`config.mk`:
```
export PLATFORM = sky130hd
export DESIGN_NAME = nibble_serial_adder
export DESIGN_NICKNAME = d
export VERILOG_FILES = /design/src/rtl/nibble_serial_adder.sv
export SDC_FILE = /design/constraint.sdc
export NUM_CORES = 1
export LEC_CHECK = 0
export CORE_MARGIN = 3
export CORE_UTILIZATION = 45
export DETAILED_ROUTE_END_ITERATION = 10
export GPL_ROUTABILITY_DRIVEN = 0
export PLACE_DENSITY = 0.72
export SLEW_MARGIN = 30
export SYNTH_ARGS = -nofsm -noshare
export SYNTH_HDL_FRONTEND = slang
export SYNTH_SLANG_ARGS = --single-unit
```
`constraint.sdc`:
```
create_clock -name clk -period 4.05 [get_ports clk]
set_input_delay 0.81 -clock clk [delete_from_list [all_inputs] [get_ports clk]]
set_output_delay 0.81 -clock clk [all_outputs]
set_load 0.01 [all_outputs]
```
`src/rtl/nibble_serial_adder.sv`:
```
// Multi-cycle adder: one 4-bit carry-lookahead slice per clock, carry chained in a register.
// Define NIBBLE_SERIAL_OVF_EN to add the signed-overflow output ovf.
module nibble_serial_adder #(
  parameter int unsigned WIDTH = 16
) (
  input  logic             clk,
  input  logic             rst_n,
  input  logic             in_valid,
  output logic             in_ready,
  input  logic [WIDTH-1:0] a,
  input  logic [WIDTH-1:0] b,
  input  logic             cin,
  output logic             out_valid,
  input  logic             out_ready,
  output logic [WIDTH-1:0] sum,
  output logic             cout
`ifdef NIBBLE_SERIAL_OVF_EN
  ,
  output logic             ovf
`endif
);

  localparam int unsigned N  = WIDTH / 4;
  localparam int unsigned KW = (N > 1) ? $clog2(N) : 1;

  typedef enum logic [1:0] {StIdle, StRun, StDone} state_e;

  state_e           state_q;
  logic [WIDTH-1:0] a_q, b_q;
  logic             carry_q;
  logic [KW-1:0]    k_q;

  logic [3:0] a_nib, b_nib, g, p, s;
  logic       c1, c2, c3, c4, last;

  // Nibble select plus a single lookahead slice: the only combinational path per cycle.
  always_comb begin
    a_nib = '0;
    b_nib = '0;
    for (int i = 0; i < int'(N); i++) begin
      if (k_q == KW'(i)) begin
        a_nib = a_q[4*i +: 4];
        b_nib = b_q[4*i +: 4];
      end
    end
    g  = a_nib & b_nib;
    p  = a_nib ^ b_nib;
    c1 = g[0] | (p[0] & carry_q);
    c2 = g[1] | (p[1] & g[0]) | (p[1] & p[0] & carry_q);
    c3 = g[2] | (p[2] & g[1]) | (p[2] & p[1] & g[0]) | (p[2] & p[1] & p[0] & carry_q);
    c4 = g[3] | (p[3] & g[2]) | (p[3] & p[2] & g[1]) | (p[3] & p[2] & p[1] & g[0])
       | (p[3] & p[2] & p[1] & p[0] & carry_q);
    s  = p ^ {c3, c2, c1, carry_q};
    last = (k_q == KW'(N - 1));
  end

`ifdef NIBBLE_SERIAL_OVF_EN
  logic ovf_q;
  assign ovf = ovf_q;
`endif

  always_ff @(posedge clk) begin
    if (!rst_n) begin
      state_q   <= StIdle;
      in_ready  <= 1'b1;
      out_valid <= 1'b0;
      sum       <= '0;
      cout      <= 1'b0;
      k_q       <= '0;
      carry_q   <= 1'b0;
      a_q       <= '0;
      b_q       <= '0;
`ifdef NIBBLE_SERIAL_OVF_EN
      ovf_q     <= 1'b0;
`endif
    end else begin
      unique case (state_q)
        StIdle: begin
          if (in_valid && in_ready) begin
            a_q      <= a;
            b_q      <= b;
            carry_q  <= cin;
            sum      <= '0;
            cout     <= 1'b0;
            k_q      <= '0;
            in_ready <= 1'b0;
            state_q  <= StRun;
`ifdef NIBBLE_SERIAL_OVF_EN
            ovf_q    <= 1'b0;
`endif
          end
        end
        StRun: begin
          for (int i = 0; i < int'(N); i++) begin
            if (k_q == KW'(i)) sum[4*i +: 4] <= s;
          end
          carry_q <= c4;
          k_q     <= k_q + KW'(1);
          if (last) begin
            cout      <= c4;
            out_valid <= 1'b1;
            state_q   <= StDone;
`ifdef NIBBLE_SERIAL_OVF_EN
            // Carry into the sign bit differs from carry out of it.
            ovf_q     <= c3 ^ c4;
`endif
          end
        end
        StDone: begin
          if (out_ready) begin
            out_valid <= 1'b0;
            in_ready  <= 1'b1;
            state_q   <= StIdle;
          end
        end
        default: state_q <= StIdle;
      endcase
    end
  end

endmodule

```
**Word level (Yosys, flattened, before mapping)**

Cells that the tools add are included.

- Add/subtract/negate cells: 1
- Equality and inequality tests: 11
- Mux-type cells: 30
- Bitwise operators: 29
- Reductions and logical operators: 15

Operator list:

| cell | count |
|---|---|
| $mux 4 | 12 |
| $pmux 16 s2 | 1 |
| $reduce_and 3->1 | 7 |
| $and 1x1->1 | 16 |
| $mux 16 | 1 |
| $ne 2x2->1 const B | 6 |
| $or 1x1->1 | 10 |
| $mux 2 | 4 |
| $pmux 1 s2 | 4 |
| $xor 4x4->4 | 2 |
| $eq 2x2->1 const B | 3 |
| $mux 1 | 6 |
| $pmux 2 s3 | 1 |
| $reduce_bool 2->1 | 3 |
| $and 4x4->4 | 1 |
| $eq 2x1->1 const B | 2 |
| $logic_not 2->1 | 2 |
| $pmux 2 s2 | 1 |
| $reduce_and 2->1 | 2 |
| $add 2x1->2 const B | 1 |
| $logic_and 1x1->1 | 1 |

- Bits in registers: 56
- Input bits: 37
- Output and inout bits: 19

**Longest topological paths before layout**

- Word-level depth: 13
- Depth in mapped cells: 13

**Least setup slack after synthesis**

Ideal clock, no wire load.

- Kind: reg2reg
- Start point: reg k_q[1]
- End point: reg cout
- Data arrival time: 2.429 ns
- Required time: 3.927 ns
- Setup slack: 1.498 ns
- Stages on the path, launching flop included: 12
- Path buffers: 1
- Clock period less this slack: 2.552 ns
- Cell sequence: dfxtp_1 inv_1 ha_1 buf_2 a221oi_1 nor3_1 a21o_1 ha_1 a211oi_1 o21bai_2 a211oi_1 nor3b_1

- Cells in the longest elaborated chain, start to end: 13

Ends and longest elaborated chain:

| what | line | text |
|---|---|---|
| start: declaration | 31 | `logic [KW-1:0] k_q;` |
| start signal: assignment | 98 | `k_q <= k_q + KW'(1);` |
| $logic_not 2->1 | 41 | `if (k_q == KW'(i)) begin` |
| $mux 4 (4 in a row) | 41 |  |
| $xor 4x4->4 / $and 4x4->4 (equally long branches) | 47, 46 |  |
| $and 1x1->1, on equally long branches | 51, 52 |  |
| $or 1x1->1, or another cell as far along (2 in a row) | 51 | `c4 = g[3] \| (p[3] & g[2]) \| (p[3] & p[2] & g[1]) \| (p[3] & p[2] & p[1] & g[0])` |
| $or 1x1->1 / $and 1x1->1 (equally long branches) | 51, 52 |  |
| $or 1x1->1 | 52 | `\| (p[3] & p[2] & p[1] & p[0] & carry_q);` |
| $mux 1 | 99 | `if (last) begin` |
| $pmux 1 s2 | 77 | `unique case (state_q)` |
| end signal: assignment | 68 | `cout <= 1'b0;` |
| end signal: assignment | 84 | `cout <= 1'b0;` |
| end signal: assignment | 100 | `cout <= c4;` |
| end: declaration | 16 | `output logic cout` |

Several ways; a longest one is shown, not always the timed one. The select of a mux whose other input is x is not followed.
A chain may end at the register's enable or synchronous reset.

**Worst setup path in the final report**

- Start point: reg k_q[0]
- End point: reg cout

Same word-level chain as after synthesis.

==> impl_metrics.tcl <==
set metrics [dict create \
    outcome "complete, no violations" \
    finalNetCount 423 \
    grtUsageMet3 0.0306 \
    seq_power_share 0.514 \
    place_inst 442 \
    row_count 27 \
    fin_crit_ps 3120 \
    timing.rr.start "k_q[0]" \
    synth.distinct_cells 40 \
    die_y_microns 83.8 \
    cts_hold_buf 0 \
    final_cells 450 \
    vias 2371 \
    post_cts_buffers 0 \
    rsz0062_at_grt "false" \
    crit_fanout 21 \
    p_clk_frac 0.309 \
    cp-startpoint "k_q[0]" \
    grt_max_degree 42 \
    setup_ws_ps 932 \
    ctsRootBufferMaster "clkbuf_8" \
    yosysWarnings 0 \
    post-route-util 0.595 \
    hold_path_class "reg2reg" \
    syn_area_sq_um 2730 \
    final_cell_area_sq_um 3380 \
    drive_gt1_frac 0.0450 \
    report.final.slew_viol_count 0 \
    vias_per_cell 5.27 \
    htree_levels 2 \
    dp_hpwl_microns 4240 \
    io_buffers 55 \
    cts_sinks 56 \
    wl_per_cell_microns 13.2 \
    clk_pin_slew_ps 90 \
    tightestPinTransition_ps 729 \
    async_flop_share 0 \
    firstDrtPassIters 4 \
    p_int_uw 860 \
    gr-total-overflow 0 \
    avgSynthCellArea_sq_um 8.16 \
    cellLeakagePower_uw 0.00121 \
    antenna_left 0 \
    areaGrowthSynthToFinish_pct 23.9 \
    hold_start "b_q[14]" \
    tns_ps 0 \
    post-place-ws_ps 979 \
    cts_tree "built" \
    synthFlopType "dfxtp_1" \
    antenna_found_initial 0 \
    met1_usage 0.220 \
    end_kind "flip-flop" \
    post-route-period-util 0.770 \
    worstSetupStartpointType "flip-flop" \
    die_area_sq_um 7030 \
    coreArea_sq_um 5680 \
    clock_path_buffers 2 \
    combPwrFrac 0.177 \
    synth-seq-area-share 0.411 \
    synthTopCellsByArea "dfxtp_1 (41%), nand2_1 (12%), a21boi_0 (8.8%)" \
    synth_top_area_share 0.411 \
    synth_enable_flop_cells 0 \
    ys_seq_elements 56 \
    finalSetupViolations 0 \
    required_ps 4250 \
    grtUsageTotal 0.173 \
    cts_made_buffers 5 \
    cp.arrival_ps 3320 \
    grt_pass1_wl_microns 10100 \
    p_sw_frac 0.262 \
    clk_latency_ps 310 \
    num_io_pins 56 \
    p_per_area_nw_per_um2 345 \
    crit_type "reg2reg" \
    slew_headroom 0.514 \
    grt_pass1_vias 2229 \
    drv_cap 0 \
    clock-skew-final_ps 6.54 \
    busiest_layer "met2" \
    drt_iter0_drc 104 \
    fmax_mhz 321 \
    antenna_cells 0 \
    max-vdd-ir-drop_mv 0.258 \
    initial_utilization 0.480 \
    ctsResizeCount 0 \
    routed_wl_microns 5960 \
    drc 0 \
    yosysTopAreaCell "dfxtp_1" \
    hold_viol 0 \
    synth_nets 380 \
    post_dp_cell_area_sq_um 3270 \
    p_sw_uw 305 \
    die_w_microns 83.8 \
    use_met2 0.295 \
    synthCells 334 \
]
-- power by group through the flow --
stage	Combinational (uW)	Sequential (uW)	Clock, uW
floorplan	139	609	0
global placement	203	612	0
detailed placement	207	612	0
CTS	208	599	370
global route	233	603	389
finish	206	599	360
-- area by class of cell --
cell class | count | area [sq um]
Tap cell | 72 | 90.1
Inverter | 5 | 18.8
Sequential cell | 56 | 1120
Timing Repair Buffer | 60 | 588
Clock buffer | 6 | 72.6
Clock inverter | 2 | 35.0
Fill cell | 537 | 2300
Multi-Input combinational cell | 249 | 1450
-- worst max-delay path, cell delays in order, from the launching register on --
cell      delay (ps)
dfxtp_1          410
ha_1             630
nor2b_1          110
a221oi_1         290
nor3_1           100
a21o_1           190
ha_1             280
a211oi_1         420
o21bai_2         240
a211oi_1         270
nor3b_1           70
-- Yosys cell counts (2+ instances only) --
master / count
a211oi_1: 2
a21boi_0: 32
a21boi_1: 7
a21o_1: 2
a21oi_1: 20
a21oi_2: 3
a221oi_1: 2
and2_1: 4
buf_2: 6
buf_4: 2
buf_6: 4
clkbuf_1: 11
dfxtp_1: 56
ha_1: 8
inv_1: 5
nand2_1: 90
nand2b_1: 2
nand3_1: 8
nand3b_1: 6
nand4_1: 8
nor2_1: 6
nor2b_1: 8
nor3_1: 3
o21ai_0: 17
o21bai_1: 2
o2bb2ai_1: 3
o311ai_1: 4
-- cell families after synthesis --
| group | Yosys count | share of synthesized area |
|---|---|---|
| AOI/OAI and AO/OA | 100 | 0.252 |
| xor gates and xnor gates | 1 | 0.00321 |
| adders and majority gates | 9 | 0.0441 |
| buffers and inverters | 29 | 0.0565 |
| DFF | 56 | 0.411 |
| muxes | 1 | 0.00367 |
| and+or+nand+nor | 138 | 0.229 |
-- placed cells by master (no fill, tap or decap), types with 2 or more instances in the layout --
cell              n
nand2_1          90
dfxtp_1          56
clkdlybuf4s50_1  55
a21boi_0         32
a21oi_1          20
o21ai_0          17
nor2b_1           8
nand4_1           8
nand3_1           8
ha_1              8
a21boi_1          7
nand3b_1          6
nor2_1            6
inv_1             5
clkbuf_8          5
buf_4             5
and2_1            4
o311ai_1          4
nor3_1            3
a21oi_2           3
o2bb2ai_1         3
a221oi_1          2
a21o_1            2
a211oi_1          2
nand2b_1          2
o21bai_1          2
-- path summary, 6_finish.rpt --
check,endpoint,cells after the start,slack (ps)
worst max-delay path,cout,10,930
worst min-delay path,b_q[14],2,460
worst max register to register,cout,10,930
worst min register to register,b_q[14],2,460
-- routing by layer --
| metal | vias to the layer above | routed length (microns) |
|---|---|---|
| met3 | 10 | 279 |
| met1 | 1070 | 2740 |
| met5 | - | 0 |
| met4 | 0 | 90 |
| li1 | 1231 | - |
| met2 | 60 | 2840 |
-- stage by stage --
step	hold WS [ps]	total power, uW
2_1_floorplan	435	748
3_3_place_gp	442	815
3_5_place_dp	446	819
4_1_cts	459	1180
5_1_grt	486	1220
6_report	457	1160
-- flip-flops by register name (all words and copies together), names as in the netlist --
signal,flops
cout,1
sum,16
state_q,2
a_q,16
in_ready,1
out_valid,1
b_q,16
k_q,2
carry_q,1
(Power assumes the default switching activity.)
